### src/rtl/mips_register_hazard_scoreboard_if.sv
// Decode-side bundle between the decode stage and the register hazard scoreboard.
// Performance counter signals exist only with MIPS_REGISTER_HAZARD_SCOREBOARD_PERF_EN.
interface mips_register_hazard_scoreboard_if #(
    parameter int unsigned REG_ADDR_WIDTH = 5,
    parameter int unsigned PERF_WIDTH     = 32
);
    logic                      hold;
    logic                      idValid;
    logic                      idUseRs;
    logic                      idUseRt;
    logic                      idBranchCmp;
    logic [REG_ADDR_WIDTH-1:0] idRs;
    logic [REG_ADDR_WIDTH-1:0] idRt;
    logic                      idWrEnable;
    logic [REG_ADDR_WIDTH-1:0] idWrAddr;
    logic                      idIsLoad;
    logic                      flush;
    logic                      stall;
    logic [1:0]                fwdRs;
    logic [1:0]                fwdRt;
    logic [REG_ADDR_WIDTH-1:0] exDest;
`ifdef MIPS_REGISTER_HAZARD_SCOREBOARD_PERF_EN
    logic [PERF_WIDTH-1:0]     stallCycles;
    logic [PERF_WIDTH-1:0]     loadUseStalls;
    logic [PERF_WIDTH-1:0]     branchStalls;
`endif

    modport master (
        output hold, idValid, idUseRs, idUseRt, idBranchCmp, idRs, idRt,
               idWrEnable, idWrAddr, idIsLoad, flush,
`ifdef MIPS_REGISTER_HAZARD_SCOREBOARD_PERF_EN
        input  stallCycles, loadUseStalls, branchStalls,
`endif
        input  stall, fwdRs, fwdRt, exDest
    );

    modport slave (
        input  hold, idValid, idUseRs, idUseRt, idBranchCmp, idRs, idRt,
               idWrEnable, idWrAddr, idIsLoad, flush,
`ifdef MIPS_REGISTER_HAZARD_SCOREBOARD_PERF_EN
        output stallCycles, loadUseStalls, branchStalls,
`endif
        output stall, fwdRs, fwdRt, exDest
    );
endinterface

### src/rtl/mips_register_hazard_scoreboard.sv
// Decode-stage hazard scoreboard: tracks EX/MEM/WB destinations, drives stall and read-port forwarding.
// Optional stall counters enabled by MIPS_REGISTER_HAZARD_SCOREBOARD_PERF_EN.
module mips_register_hazard_scoreboard #(
    parameter int unsigned REG_ADDR_WIDTH = 5,
    parameter int unsigned PERF_WIDTH     = 32
) (
    input  logic [1:0]                         ctrl,
    mips_register_hazard_scoreboard_if.slave   bus
);
    localparam int unsigned AW = REG_ADDR_WIDTH;

    localparam logic [1:0] FWD_RF  = 2'd0;
    localparam logic [1:0] FWD_MEM = 2'd1;
    localparam logic [1:0] FWD_WB  = 2'd2;

    // ctrl packs {clock, reset}
    logic clk;
    logic rst;
    assign clk = ctrl[1];
    assign rst = ctrl[0];

    logic          ex_valid_q,  ex_valid_d,  mem_valid_q, mem_valid_d, wb_valid_q, wb_valid_d;
    logic [AW-1:0] ex_addr_q,   ex_addr_d,   mem_addr_q,  mem_addr_d,  wb_addr_q,  wb_addr_d;
    logic          ex_load_q,   ex_load_d,   mem_load_q,  mem_load_d,  wb_load_q,  wb_load_d;

    logic rs_ex, rt_ex, rs_mem, rt_mem, rs_wb, rt_wb;
    logic load_use_c, branch_c, stall_c;

    function automatic logic hit(input logic used, input logic [AW-1:0] src,
                                 input logic vld, input logic [AW-1:0] addr);
        return used && (src != '0) && vld && (addr == src);
    endfunction

    always_comb begin
        rs_ex  = hit(bus.idUseRs, bus.idRs, ex_valid_q,  ex_addr_q);
        rt_ex  = hit(bus.idUseRt, bus.idRt, ex_valid_q,  ex_addr_q);
        rs_mem = hit(bus.idUseRs, bus.idRs, mem_valid_q, mem_addr_q);
        rt_mem = hit(bus.idUseRt, bus.idRt, mem_valid_q, mem_addr_q);
        rs_wb  = hit(bus.idUseRs, bus.idRs, wb_valid_q,  wb_addr_q);
        rt_wb  = hit(bus.idUseRt, bus.idRt, wb_valid_q,  wb_addr_q);
    end

    // Branch compares happen in decode, so any EX producer or a MEM load is not yet readable.
    always_comb begin
        load_use_c = bus.idValid && !bus.flush && ex_load_q && (rs_ex || rt_ex);
        branch_c   = bus.idValid && !bus.flush && bus.idBranchCmp &&
                     (rs_ex || rt_ex || (mem_load_q && (rs_mem || rt_mem)));
        stall_c    = load_use_c || branch_c;
    end

    always_comb begin
        bus.fwdRs = FWD_RF;
        bus.fwdRt = FWD_RF;
        if (rs_mem && !mem_load_q) bus.fwdRs = FWD_MEM;
        else if (rs_wb)            bus.fwdRs = FWD_WB;
        if (rt_mem && !mem_load_q) bus.fwdRt = FWD_MEM;
        else if (rt_wb)            bus.fwdRt = FWD_WB;
    end

    assign bus.stall  = stall_c;
    assign bus.exDest = ex_valid_q ? ex_addr_q : '0;

    // Shift the shadow pipeline; stalled or flushed decode enters EX as a bubble.
    always_comb begin
        ex_valid_d  = ex_valid_q;
        ex_addr_d   = ex_addr_q;
        ex_load_d   = ex_load_q;
        mem_valid_d = mem_valid_q;
        mem_addr_d  = mem_addr_q;
        mem_load_d  = mem_load_q;
        wb_valid_d  = wb_valid_q;
        wb_addr_d   = wb_addr_q;
        wb_load_d   = wb_load_q;
        if (!bus.hold) begin
            wb_valid_d  = mem_valid_q;
            wb_addr_d   = mem_addr_q;
            wb_load_d   = mem_load_q;
            mem_valid_d = ex_valid_q;
            mem_addr_d  = ex_addr_q;
            mem_load_d  = ex_load_q;
            ex_valid_d  = bus.idValid && bus.idWrEnable && (bus.idWrAddr != '0) &&
                          !stall_c && !bus.flush;
            ex_addr_d   = bus.idWrAddr;
            ex_load_d   = bus.idIsLoad;
        end
    end

    always_ff @(posedge clk or posedge rst) begin
        if (rst) begin
            ex_valid_q  <= 1'b0;
            ex_addr_q   <= '0;
            ex_load_q   <= 1'b0;
            mem_valid_q <= 1'b0;
            mem_addr_q  <= '0;
            mem_load_q  <= 1'b0;
            wb_valid_q  <= 1'b0;
            wb_addr_q   <= '0;
            wb_load_q   <= 1'b0;
        end else begin
            ex_valid_q  <= ex_valid_d;
            ex_addr_q   <= ex_addr_d;
            ex_load_q   <= ex_load_d;
            mem_valid_q <= mem_valid_d;
            mem_addr_q  <= mem_addr_d;
            mem_load_q  <= mem_load_d;
            wb_valid_q  <= wb_valid_d;
            wb_addr_q   <= wb_addr_d;
            wb_load_q   <= wb_load_d;
        end
    end

`ifdef MIPS_REGISTER_HAZARD_SCOREBOARD_PERF_EN
    logic [PERF_WIDTH-1:0] stall_cycles_q,  stall_cycles_d;
    logic [PERF_WIDTH-1:0] load_use_cnt_q,  load_use_cnt_d;
    logic [PERF_WIDTH-1:0] branch_cnt_q,    branch_cnt_d;

    // A stall with both causes is attributed to load-use only.
    always_comb begin
        stall_cycles_d = stall_cycles_q;
        load_use_cnt_d = load_use_cnt_q;
        branch_cnt_d   = branch_cnt_q;
        if (!bus.hold && stall_c) begin
            stall_cycles_d = stall_cycles_q + PERF_WIDTH'(1);
            if (load_use_c) load_use_cnt_d = load_use_cnt_q + PERF_WIDTH'(1);
            else            branch_cnt_d   = branch_cnt_q + PERF_WIDTH'(1);
        end
    end

    always_ff @(posedge clk or posedge rst) begin
        if (rst) begin
            stall_cycles_q <= '0;
            load_use_cnt_q <= '0;
            branch_cnt_q   <= '0;
        end else begin
            stall_cycles_q <= stall_cycles_d;
            load_use_cnt_q <= load_use_cnt_d;
            branch_cnt_q   <= branch_cnt_d;
        end
    end

    assign bus.stallCycles   = stall_cycles_q;
    assign bus.loadUseStalls = load_use_cnt_q;
    assign bus.branchStalls  = branch_cnt_q;
`endif

    logic unused_wb_load;
    assign unused_wb_load = wb_load_q;
endmodule

### src/flat_wrapper.sv
// flat-port wrapper written by rule: the top's interface ports become plain ports
module mips_register_hazard_scoreboard_flat 
#(
    parameter int unsigned REG_ADDR_WIDTH = 5,
    parameter int unsigned PERF_WIDTH     = 32
)
  (ctrl, bus_hold, bus_idValid, bus_idUseRs, bus_idUseRt, bus_idBranchCmp, bus_idRs, bus_idRt, bus_idWrEnable, bus_idWrAddr, bus_idIsLoad, bus_flush, bus_stall, bus_fwdRs, bus_fwdRt, bus_exDest);
  mips_register_hazard_scoreboard_if #(.REG_ADDR_WIDTH(REG_ADDR_WIDTH), .PERF_WIDTH(PERF_WIDTH)) bus_i ();
  input  logic [1:0] ctrl;
  input wire logic [$bits(bus_i.hold)-1:0] bus_hold;
  input wire logic [$bits(bus_i.idValid)-1:0] bus_idValid;
  input wire logic [$bits(bus_i.idUseRs)-1:0] bus_idUseRs;
  input wire logic [$bits(bus_i.idUseRt)-1:0] bus_idUseRt;
  input wire logic [$bits(bus_i.idBranchCmp)-1:0] bus_idBranchCmp;
  input wire logic [$bits(bus_i.idRs)-1:0] bus_idRs;
  input wire logic [$bits(bus_i.idRt)-1:0] bus_idRt;
  input wire logic [$bits(bus_i.idWrEnable)-1:0] bus_idWrEnable;
  input wire logic [$bits(bus_i.idWrAddr)-1:0] bus_idWrAddr;
  input wire logic [$bits(bus_i.idIsLoad)-1:0] bus_idIsLoad;
  input wire logic [$bits(bus_i.flush)-1:0] bus_flush;
  output wire logic [$bits(bus_i.stall)-1:0] bus_stall;
  output wire logic [$bits(bus_i.fwdRs)-1:0] bus_fwdRs;
  output wire logic [$bits(bus_i.fwdRt)-1:0] bus_fwdRt;
  output wire logic [$bits(bus_i.exDest)-1:0] bus_exDest;
  assign bus_i.hold = bus_hold;
  assign bus_i.idValid = bus_idValid;
  assign bus_i.idUseRs = bus_idUseRs;
  assign bus_i.idUseRt = bus_idUseRt;
  assign bus_i.idBranchCmp = bus_idBranchCmp;
  assign bus_i.idRs = bus_idRs;
  assign bus_i.idRt = bus_idRt;
  assign bus_i.idWrEnable = bus_idWrEnable;
  assign bus_i.idWrAddr = bus_idWrAddr;
  assign bus_i.idIsLoad = bus_idIsLoad;
  assign bus_i.flush = bus_flush;
  assign bus_stall = bus_i.stall;
  assign bus_fwdRs = bus_i.fwdRs;
  assign bus_fwdRt = bus_i.fwdRt;
  assign bus_exDest = bus_i.exDest;
  mips_register_hazard_scoreboard #(.REG_ADDR_WIDTH(REG_ADDR_WIDTH), .PERF_WIDTH(PERF_WIDTH)) u_core (.ctrl(ctrl), .bus(bus_i));
endmodule
### config.mk
export PLATFORM = sky130hd
export DESIGN_NAME = mips_register_hazard_scoreboard_flat
export DESIGN_NICKNAME = d
export VERILOG_FILES = /design/src/rtl/mips_register_hazard_scoreboard_if.sv /design/src/rtl/mips_register_hazard_scoreboard.sv /design/src/flat_wrapper.sv
export SDC_FILE = /design/constraint.sdc
export NUM_CORES = 1
export LEC_CHECK = 0
export CAP_MARGIN = 20
export CORE_MARGIN = 4
export CORE_UTILIZATION = 47
export CTS_BUF_LIST = sky130_fd_sc_hd__clkbuf_16
export CTS_CLUSTER_SIZE = 14
export DETAILED_ROUTE_END_ITERATION = 16
export HOLD_SLACK_MARGIN = 0.06
export PLACE_DENSITY = 0.79
export SKIP_LAST_GASP = 1
export SYNTH_ARGS = -nofsm -noshare
export SYNTH_HDL_FRONTEND = slang
export SYNTH_SLANG_ARGS = --single-unit
### constraint.sdc
create_clock -name ctrl -period 1.95 [get_ports ctrl]
set_input_delay 0.39 -clock ctrl [delete_from_list [all_inputs] [get_ports ctrl]]
set_output_delay 0.39 -clock ctrl [all_outputs]
set_load 0.01 [all_outputs]
Word-level counts from Yosys, hierarchy flattened --
Index checks and enable logic that the tools add are counted.
Storage, ports and cells: bits in registers 20, input bits 25, logic and storage cells 55
Cells by class: equal/unequal tests 6, muxes and demuxes 5, reductions and logical operators 36
Operators by type and width (count):
- $eq 5x5->1 | 6
- $logic_and 1x1->1 | 26
- $reduce_bool 5->1 | 3
- $mux 2 | 4
- $mux 5 | 1
- $logic_or 1x1->1 | 4
- $logic_not 1->1 | 3

Depth between registers and ports, before layout --
Gate-level depths: netlist of the first run.
depth in word-level cells 12, mapped depth 5, gate-level depth less buffers 5

Worst setup path after synthesis of the first run --
OpenSTA, ideal clock, no wires.
path type input-to-output, start input bus_idRt[0], end output bus_fwdRt[1], arrival time 1.628 ns, data required time 1.560 ns, slack -0.068 ns, stages 5, buffers on the path 0, path through or4_1 -> o21a_1 -> and4_1 -> nor2b_1 -> nor2_1
Between the ends: cells in the longest elaborated chain, start to end 6
Ends and longest elaborated chain:
- from (decl) | line flat_wrapper.sv:16 | input wire logic [$bits(bus_i.idRt)-1:0] bus_idRt;
- $reduce_bool 5->1 | line mips_register_hazard_scoreboard.sv:31 | return used && (src != '0) && vld && (addr == src);
- $logic_and 1x1->1 (3 in a row) | line mips_register_hazard_scoreboard.sv:31
- $mux 2 / $logic_and 1x1->1 (equally long branches) | line mips_register_hazard_scoreboard.sv:57, mips_register_hazard_scoreboard.sv:56
- $mux 2 * | line mips_register_hazard_scoreboard.sv:56 | if (rt_mem && !mem_load_q) bus.fwdRt = FWD_MEM;
- to (decl) | line flat_wrapper.sv:23 | output wire logic [$bits(bus_i.fwdRt)-1:0] bus_fwdRt;
Mark *: on every way between the ends. The rest lies on a longest branch, timed or not.

Worst setup path in the final report of the first run --
start input bus_idRt[4], end output bus_stall
Between the ends: cells in the longest elaborated chain, start to end 9
Ends and longest elaborated chain:
- $reduce_bool 5->1 | line mips_register_hazard_scoreboard.sv:31
- $logic_and 1x1->1 (3 in a row) | line mips_register_hazard_scoreboard.sv:31
- $logic_or 1x1->1 | line mips_register_hazard_scoreboard.sv:47 | (rs_ex || rt_ex || (mem_load_q && (rs_mem || rt_mem)));
- $logic_and 1x1->1 | line mips_register_hazard_scoreboard.sv:47
- $logic_or 1x1->1 | line mips_register_hazard_scoreboard.sv:47
- $logic_and 1x1->1 | line mips_register_hazard_scoreboard.sv:46 | branch_c = bus.idValid && !bus.flush && bus.idBranchCmp &&
- $logic_or 1x1->1 * | line mips_register_hazard_scoreboard.sv:48 | stall_c = load_use_c || branch_c;
- to (decl) | line flat_wrapper.sv:21 | output wire logic [$bits(bus_i.stall)-1:0] bus_stall;
Marked as above.

==> qor.csv, run 1 <==
stage,metric,value,unit
run_status,result_of_the_run,"complete, but fails checks",
run_status,violations,setup timing,
placement,placed_cells,201,
drt,num_vias,1307,
floorplan,design.die.area,3480,sq um
final_layout,instances_no_fill,235,
drt,ant_nets,0,
timing,setup_viol,6,
clock_network,postCtsHoldBufs,0,
global_route,grt_total_ovfl,0,
timing,clock-skew-final,0.00206,ns
timing,postLayoutSetupSlackWorst,-0.247,ns
logic_synthesis,synth.lib_cells_used.distinct,23,
worst_setup_path,critical_path.startpoint_type,primary input,
timing,timing.final.max_slew_violations,0,
timing,totalNegativeSetupSlack,-0.906,ns
flow_run,max_cap_violations,0,
clock_network,cts.reportedPaths.clkPinSlew,0.06,ns
placement,post-place-ws,-0.942,ns
logic_synthesis,synthesis.instances,109,
clock_network,clkLatencyLatePin,0.25,ns
final_layout,antenna_cells,0,
worst_setup_path,kind_of_critical_path,primary input to output pin,
min_path,holdCritPathClass,flop to flop,
placement,place.gp.congestion,0.822,
global_route,grt.total_usage,26.4,%
worst_setup_path,crit_path_max_fanout,2,
final_layout,post-route-util,87.3,%
floorplan,floorplan.core_area,2480,sq um
worst_setup_path,worst_ep_arrival_time,1.81,ns
power_and_ir_drop,ir_worst_vdd,0.000821,V
drt,drcViolationCount,0,
drt,detail_route.vias_per_cell,5.56,
global_route,grt_antenna_before_repair,0,
global_route,grt_max_degree,14,
logic_synthesis,synth-seq-area-share,40.9,%
logic_synthesis,yosys_register_bits,20,
timing,timing.fmax,455,MHz
logic_synthesis,synthesis.yosys.warnings,0,
floorplan,ios,35,
final_layout,layout-drive-gt1-share,42.9,%
floorplan,fp.dieW,59,um
timing,rsz0062_at_grt,true,
worst_setup_path,crit_path_end_kind,output pin,
drt,wire_per_inst,18.2,um
timing,maxSlewHeadroom,79.2,%
logic_synthesis,syn-num-nets,134,
final_layout,total_number_of_nets_in_the_final_design,230,
global_route,grt_first_pass_wirelength,6540,um
final_layout,final_cell_area,2160,sq um
global_route,vias_in_the_first_global_route,1612,
drt,wirelength,4280,um
timing,whs,0.581,ns
logic_synthesis,syn_area,1220,sq um
timing,min_period,2.20,ns
timing,finalHoldViolations,0,
logic_synthesis,synth.avg_cell_area,11.2,sq um
worst_setup_path,reg2regPathDepth,8,
timing,worst_pin_slew,0.310,ns
final_layout,synthToLayoutAreaGrowth,76.9,%
power_and_ir_drop,static-leakage-power,0.996,nW
floorplan,dieHeight,59,um
power_and_ir_drop,power_density,929,nW/um^2
power_and_ir_drop,sum_of_internal_switching_and_leakage_power,2.01,mW
placement,place.detailed.hpwl,2560,um
placement,post_dp_cell_area,1820,sq um
min_path,worstHoldPathCells,1,
placement,io_buffer_count,33,
floorplan,floorplan.rows,18,
timing,period_share,113,%
clock_network,cts_tree,done,
drt,detail_route.first_pass.iterations,4,
floorplan,initial_utilization,49.3,%
worst_setup_path,worstPathRequired,1.56,ns
drt,drt_iter0_markers,57,
==> cell usage in the layout, fill, tap and decap left out, drive strengths merged <==
cell type      Yosys  final
mux2              19     19
nor2b              2      2
a32o               1      1
buf                0     49
nand4              4      4
dfrtp             20     20
nand2              2      2
and4               1      1
nor3               4      4
or4                2      2
nor2               3      3
nor4               4      4
xor2              12     12
nand3              1      1
clkinv             0      1
clkbuf             2      7
clkinvlp           0      1
nand3b             1      1
o21a               1      1
and2               5      5
inv                1     20
xnor2             18     18
dlygate4sd2        0      1
o21ai              1      1
clkdlybuf4s15      0      2
clkdlybuf4s50      0     18
a21oi              2      2
o2111ai            3      3
==> Yosys cell counts (all sizes together) <==
master / n / area share (%)
and4: 1 / 0.72
clkbuf: 2 / 0.61
nand2: 2 / 0.61
xnor2: 18 / 13
mux2: 19 / 18
nand3b: 1 / 0.61
a21oi: 2 / 0.82
nand3: 1 / 0.41
a32o: 1 / 0.82
o2111ai: 3 / 2.7
and2: 5 / 2.6
o21a: 1 / 0.61
nor2b: 2 / 1.0
dfrtp: 20 / 41
o21ai: 1 / 0.41
nor2: 3 / 0.92
nor4: 4 / 2.0
xor2: 12 / 8.6
inv: 1 / 0.31
or4: 2 / 1.2
nor3: 4 / 1.6
nand4: 4 / 2.0
==> flip-flops by register name, indices dropped and copies added (netlist names) <==
signal and count:
u_core.ex_addr_q 5, u_core.mem_addr_q 5, u_core.wb_addr_q 5, u_core.ex_load_q 1, u_core.ex_valid_q 1, u_core.mem_load_q 1
u_core.mem_valid_q 1, u_core.wb_valid_q 1
==> worst paths after layout <==
kind | from | endpoint | slack (ns)
worst max-delay path | bus_idRt[4] | bus_stall | -0.25
worst min-delay path | u_core.ex_load_q | u_core.ex_load_q | 0.58
worst max register to register | u_core.mem_addr_q[2] | u_core.ex_valid_q | -0.05
worst min register to register | u_core.ex_load_q | u_core.ex_load_q | 0.58
max in group asynchronous | ctrl[0] | u_core.mem_load_q | 1.09
min in group asynchronous | ctrl[0] | u_core.ex_addr_q[3] | 0.74
==> cell families after synthesis <==
family | count (synthesis) | share of synthesized area (%)
and+or+nand+nor | 29 | 13.8
DFF | 20 | 40.9
muxes | 19 | 17.5
xor gates and xnor gates | 30 | 21.5
buffers and inverters | 3 | 0.921
AOI/OAI and AO/OA | 8 | 5.32
==> layer usage <==
metal / part of all wire (%) / track usage, % / vias up
li1: - / - / 585
met1: 41 / 27.1 / 625
met2: 47 / 40.4 / 75
met3: 7.3 / 11.5 / 22
met4: 4.4 / 23.3 / 0
met5: 0 / 0 / -
==> critical path: stages <==
cell	delay [ns]
buf_6	0.09
or4_1	0.52
o21a_1	0.20
buf_4	0.13
buf_4	0.13
a21oi_2	0.14
nand2_1	0.06
buf_2	0.14
==> cell type report <==
cell class,instances,area [sq um]
multi-input combinational,86,790
sequential,20,500
timing repair buffer,71,601
fill,118,315
clock inverter,22,83.8
clock buffer,6,150
tap,30,37.5
==> repair_timing <==
item / in CTS / in global routing
endpoints found under the setup margin: 6 / 6
buffers inserted: 5 / 2
gates resized for setup: 69 / 6
pin swaps: 15 / 7
==> report_power, final <==
part,internal (mW),total (mW),switching (mW)
Combinational,0.238,0.399,0.161
Clock,0.605,1.10,0.494
Sequential,0.438,0.509,0.0715
No activity file was read; power rests on OpenSTA's default activity.
==> run 2, diff against run 1 <==
- CORE_UTILIZATION: 47 -> 61
- DONT_BUFFER_PORTS: default -> 1
- PLACE_DENSITY: 0.79 -> 0.77
- SLEW_MARGIN: default -> 20
==> qor.csv, run 2 (same netlist as run 1, synthesis figures left out) <==
stage,metric,value,unit,change
drt,wirelength,3870,um,-9.7%
final_layout,total_number_of_nets_in_the_final_design,169,,-27%
final_layout,leading_cell_type_in_the_layout_fill_and_taps_excluded,inv_1,,
timing,whs,0.280,ns,-0.301 ns
global_route,grt_antenna_before_repair,0,,unchanged
flow_run,max_cap_violations,0,,unchanged
worst_setup_path,kind_of_critical_path,flop to output pin,,
final_layout,layout-drive-gt1-share,31.9,%,-11 points
worst_setup_path,crit_path_end_kind,output pin,,
power_and_ir_drop,sum_of_internal_switching_and_leakage_power,1.87,mW,-6.9%
final_layout,antenna_cells,0,,unchanged
global_route,grt_total_ovfl,0,,unchanged
timing,min_period,2.12,ns,-0.0785 ns
timing,postLayoutSetupSlackWorst,-0.168,ns,+0.0785 ns
global_route,grt.total_usage,33.7,%,+7.4 points
floorplan,floorplan.rows,15,,-3
floorplan,fp.dieW,52.8,um,-11%
clock_network,cts.reportedPaths.clkPinSlew,0.06,ns,about the same
power_and_ir_drop,power_density,1170,nW/um^2,+26%
timing,timing.fmax,472,MHz,+3.7%
worst_setup_path,worstPathRequired,1.56,ns,about the same
timing,maxSlewHeadroom,74.6,%,-4.6 points
clock_network,clkLatencyLatePin,0.25,ns,about the same
timing,period_share,109,%,-4.0 points
timing,timing.final.max_slew_violations,0,,unchanged
min_path,holdCritPathClass,primary input to flop,,
min_path,hp-start,bus_hold,,
drt,detail_route.vias_per_cell,6.44,,+16%
run_status,violations,setup timing,,
drt,wire_per_inst,22.9,um,+26%
floorplan,design.die.area,2780,sq um,-20%
timing,clock-skew-final,0.00261,ns,+0.000550 ns
placement,placed_cells,139,,-31%
floorplan,floorplan.core_area,1820,sq um,-27%
power_and_ir_drop,static-leakage-power,0.699,nW,-30%
power_and_ir_drop,ir_worst_vdd,0.000976,V,+19%
final_layout,instances_no_fill,169,,-28%
timing,finalHoldViolations,0,,unchanged
global_route,vias_in_the_first_global_route,1297,,-20%
floorplan,initial_utilization,67.1,%,+18 points
final_layout,synthToLayoutAreaGrowth,30.9,%,
placement,post_dp_cell_area,1300,sq um,-28%
global_route,grt_first_pass_wirelength,6220,um,-4.9%
drt,detail_route.first_pass.iterations,4,,unchanged
drt,drcViolationCount,0,,unchanged
placement,io_buffer_count,0,,-100%
worst_setup_path,startpoint,u_core.mem_addr_q[4],,
final_layout,layout_common_cells,"inv_1 (20), mux2_2 (19), dfrtp_1 (19)",,
placement,place.detailed.hpwl,2080,um,-19%
drt,ant_nets,0,,unchanged
drt,num_vias,1089,,-17%
floorplan,ios,35,,unchanged
final_layout,num-fill-cells,85,,-28%
timing,rsz0062_at_grt,true,,
clock_network,cts_tree,done,,
timing,setup_viol,5,,-1
worst_setup_path,critical_path.startpoint_type,flop,,
drt,drt_iter0_markers,30,,-47%
final_layout,reg.largest.list,"u_core.ex_addr_q x5, u_core.mem_addr_q x5, u_core.wb_addr_q x5",,
placement,place.gp.congestion,0.884,,+7.5%
worst_setup_path,crit_path_max_fanout,3,,+1
final_layout,final_cell_area,1600,sq um,-26%
timing,totalNegativeSetupSlack,-0.666,ns,+0.240 ns
timing,worst_pin_slew,0.381,ns,+0.0707 ns
floorplan,dieHeight,52.8,um,-11%
worst_setup_path,critical_path.reg2reg.startpoint,u_core.mem_addr_q[4],,
global_route,grt_max_degree,22,,+8
worst_setup_path,worst_ep_arrival_time,1.73,ns,-0.08 ns
run_status,result_of_the_run,"complete, but fails checks",,
==> run 2: cell count changes in the layout (fill, tap and decap cells not counted), sizes merged <==
cell and delta:
buf -39, clkdlybuf4s50 -18, clkdlybuf4s15 -2, clkbuf -1, dlygate4sd2 -1
==> run 2: final timing paths <==
check	slack, ns	cells past startpoint	endpoint
min in group asynchronous	0.74	3	u_core.wb_valid_q
max in group asynchronous	1.08	3	u_core.ex_addr_q[1]
worst max-delay path	-0.17	5	bus_stall
worst min-delay path	0.28	1	u_core.ex_valid_q
worst min register to register	0.56	1	u_core.wb_valid_q
worst max register to register	0.23	5	u_core.ex_valid_q
==> run 2: power breakdown <==
part / leakage (nW) / switching [mW] / internal [mW]
Clock: 0.182 / 0.517 / 0.606
Sequential: 0.239 / 0.0814 / 0.436
Combinational: 0.278 / 0.0895 / 0.141
Total: 0.699 / 0.687 / 1.18
==> run 2: final cells by class <==
| class | instances | area [sq um] | area share (%) |
|---|---|---|---|
| clock buffers | 6 | 150 | 9.38 |
| clock inverters | 22 | 83.8 | 5.24 |
| multi-input cells | 86 | 754 | 47.1 |
| flip-flops and latches | 20 | 502 | 31.4 |
| well taps | 25 | 31.3 | 1.95 |
| repair buffers | 10 | 78.8 | 4.93 |
==> run 2: stage by stage <==
step                setup slack, ns  util [%]
detailed placement          -0.0760      71.6
global route                 -0.230      87.9
CTS                          -0.120      87.8
finish                       -0.168      87.9
floorplan                   -0.0113         -
global placement            -0.0392      71.6
==> run 2: repair_timing <==
action / CTS / global route
pin swaps: 7 / 0
buffers inserted: 3 / 0
setup endpoints to repair: 5 / 5
hold buffers: 0 / 0
resized for setup: 9 / 1
==> run 2: critical path, stage by stage, from the launching register on <==
cell and delay, ns:
dfrtp_1 0.43, xnor2_1 0.22, nand4_1 0.24, nor3_2 0.25, o2111ai_2 0.20, nand2_2 0.14
==> run 2: routing by layer <==
metal  part of all wire, %  track usage, %  wire, um
met5                     0               0         0
met4                   5.5            32.8       213
met3                    11            17.7       429
met2                    47            46.5      1810
met1                    37            35.7      1410
==> run 3, diff against run 2 <==
- CAP_MARGIN: 20 -> default
- CORE_MARGIN: 4 -> 2
==> qor.csv, run 3 (same netlist as run 1, synthesis figures left out) <==
stage,metric,value,unit,change
worst_setup_path,worst-path-buf-inv,1,,+1
placement,place.detailed.hpwl,1970,um,-5.3%
drt,wirelength,3390,um,-12%
final_layout,layout-drive-gt1-share,31.9,%,unchanged
power_and_ir_drop,static-leakage-power,0.693,nW,-0.81%
drt,detail_route.vias_per_cell,6.16,,-4.3%
worst_setup_path,critical_path.top_delay_family,simple AND/OR/NAND/NOR gates,,
worst_setup_path,cp_slowest_cell,dfrtp_2,,
worst_setup_path,worstPathRequired,1.56,ns,about the same
floorplan,design.die.area,2380,sq um,-15%
timing,setup_viol,5,,unchanged
drt,drcViolationCount,0,,unchanged
worst_setup_path,critical_path.startpoint_type,flop,,
global_route,grt_total_ovfl,0,,unchanged
floorplan,floorplan.core_area,1920,sq um,+5.6%
timing,totalNegativeSetupSlack,-0.493,ns,+0.173 ns
global_route,global_route.usage.met3,18.2,%,+0.55 points
clock_network,clkLatencyLatePin,0.25,ns,about the same
worst_setup_path,worst_ep_arrival_time,1.70,ns,-0.03 ns
placement,post_dp_cell_area,1300,sq um,-0.38%
final_layout,final_cell_area,1590,sq um,-0.55%
global_route,grt.total_usage,32.8,%,-0.96 points
timing,maxSlewHeadroom,76.8,%,+2.2 points
run_status,violations,setup timing,,
final_layout,reg.largest.list,"u_core.ex_addr_q x5, u_core.mem_addr_q x5, u_core.wb_addr_q x5",,
timing,timing.fmax,479,MHz,+1.6%
run_status,result_of_the_run,"complete, but fails checks",,
global_route,grt_max_degree,22,,unchanged
timing,timing.final.max_slew_violations,0,,unchanged
min_path,holdCritPathClass,primary input to flop,,
global_route,vias_in_the_first_global_route,1258,,-3.0%
floorplan,floorplan.rows,16,,+1
flow_run,max_cap_violations,0,,unchanged
timing,finalHoldViolations,0,,unchanged
min_path,hp-start,bus_hold,,
worst_setup_path,critical_path.reg2reg.startpoint,u_core.mem_addr_q[4],,
global_route,grt_util_met1,34.4,%,-1.3 points
worst_setup_path,crit_path_cell_trace,xor2_1 -> nor4_1 -> and4_1 -> nor2b_4 -> buf_6,,
worst_setup_path,crit_path_end_kind,output pin,,
timing,min_period,2.09,ns,-0.0327 ns
final_layout,leading_cell_type_in_the_layout_fill_and_taps_excluded,inv_1,,
final_layout,instances_no_fill,171,,+1.2%
timing,worst_pin_slew,0.348,ns,-0.0326 ns
drt,ant_nets,0,,unchanged
power_and_ir_drop,ir_worst_vdd,0.000715,V,-27%
final_layout,total_number_of_nets_in_the_final_design,170,,+0.59%
drt,wire_per_inst,19.8,um,-13%
clock_network,cts.reportedPaths.clkPinSlew,0.05,ns,about the same
floorplan,ios,35,,unchanged
power_and_ir_drop,power_density,1140,nW/um^2,-2.2%
placement,placed_cells,140,,+0.72%
global_route,grt_antenna_before_repair,0,,unchanged
worst_setup_path,kind_of_critical_path,flop to output pin,,
global_route,grt.met2_usage,48.9,%,+2.4 points
drt,drt_iter0_markers,50,,+67%
timing,postLayoutSetupSlackWorst,-0.136,ns,+0.0327 ns
timing,clock-skew-final,0.00128,ns,-0.00133 ns
drt,detail_route.first_pass.iterations,4,,unchanged
clock_network,postCtsHoldBufs,0,,unchanged
final_layout,layout_common_cells,"inv_1 (20), mux2_2 (19), xnor2_1 (18), dfrtp_1 (18), xor2_1 (12)",,
global_route,grt_first_pass_wirelength,5600,um,-10%
final_layout,antenna_cells,0,,unchanged
floorplan,initial_utilization,63.6,%,-3.5 points
floorplan,dieHeight,48.8,um,-7.6%
worst_setup_path,crit_path_max_fanout,4,,+1
floorplan,fp.dieW,48.8,um,-7.6%
clock_network,cts_tree,done,,
final_layout,synthToLayoutAreaGrowth,30.2,%,
worst_setup_path,delay_contributed_by_the_slowest_stage_of_the_critical_path,0.45,ns,+0.02 ns
worst_setup_path,startpoint,u_core.mem_addr_q[4],,
placement,io_buffer_count,0,,unchanged
timing,period_share,107,%,-1.7 points
drt,num_vias,1054,,-3.2%
global_route,globalRoute.busiestLayer,met2,,
timing,rsz0062_at_grt,true,,
placement,place.gp.congestion,0.908,,+2.7%
## run 3: power breakdown
part	internal (mW)	leakage (nW)	total, mW	switching (mW)
clock	0.602	0.181	1.07	0.467
combinational	0.146	0.275	0.235	0.0888
sequential	0.437	0.238	0.516	0.0782
## run 3: layout make-up
| class | count | area [sq um] |
|---|---|---|
| tap | 27 | 33.8 |
| multi-input combinational | 86 | 738 |
| clock buffer | 6 | 150 |
| timing repair buffer | 11 | 86.3 |
| fill | 111 | 330 |
| clock inverter | 21 | 80.1 |
| sequential | 20 | 503 |
## run 3: stage by stage
stage / total power, mW / hold slack, ns / worst slack, ns / utilization (%)
finish: 1.82 / 0.282 / -0.136 / 82.8
global route: 1.97 / 0.283 / -0.181 / 82.8
CTS: 1.84 / 0.276 / -0.124 / 82.6
detailed placement: 0.834 / 0.532 / -0.0980 / 67.6
global placement: 0.824 / 0.526 / -0.0575 / 67.6
floorplan: 0.801 / 0.501 / -0.0113 / -
## run 3: path summary, 6_finish.rpt
check / cells after the start / slack, ns / to
worst max-delay path: 5 / -0.14 / bus_fwdRt[0]
worst min-delay path: 1 / 0.28 / u_core.ex_valid_q
worst max register to register: 6 / 0.15 / u_core.ex_valid_q
worst min register to register: 1 / 0.54 / u_core.wb_valid_q
max in group asynchronous: 3 / 1.09 / u_core.mem_addr_q[2]
min in group asynchronous: 3 / 0.75 / u_core.ex_addr_q[2]
## run 3: routing by layer
layer	vias to the layer above	part of all wire (%)
li1	464	-
met4	0	2.9
met5	-	0
met3	13	9.0
met2	69	48
met1	508	40
## run 3: timing repair
action | CTS | global route
resized for setup | 7 | 1
buffers inserted | 5 | 0
endpoints found under the setup margin | 5 | 5
pin swaps | 6 | 1
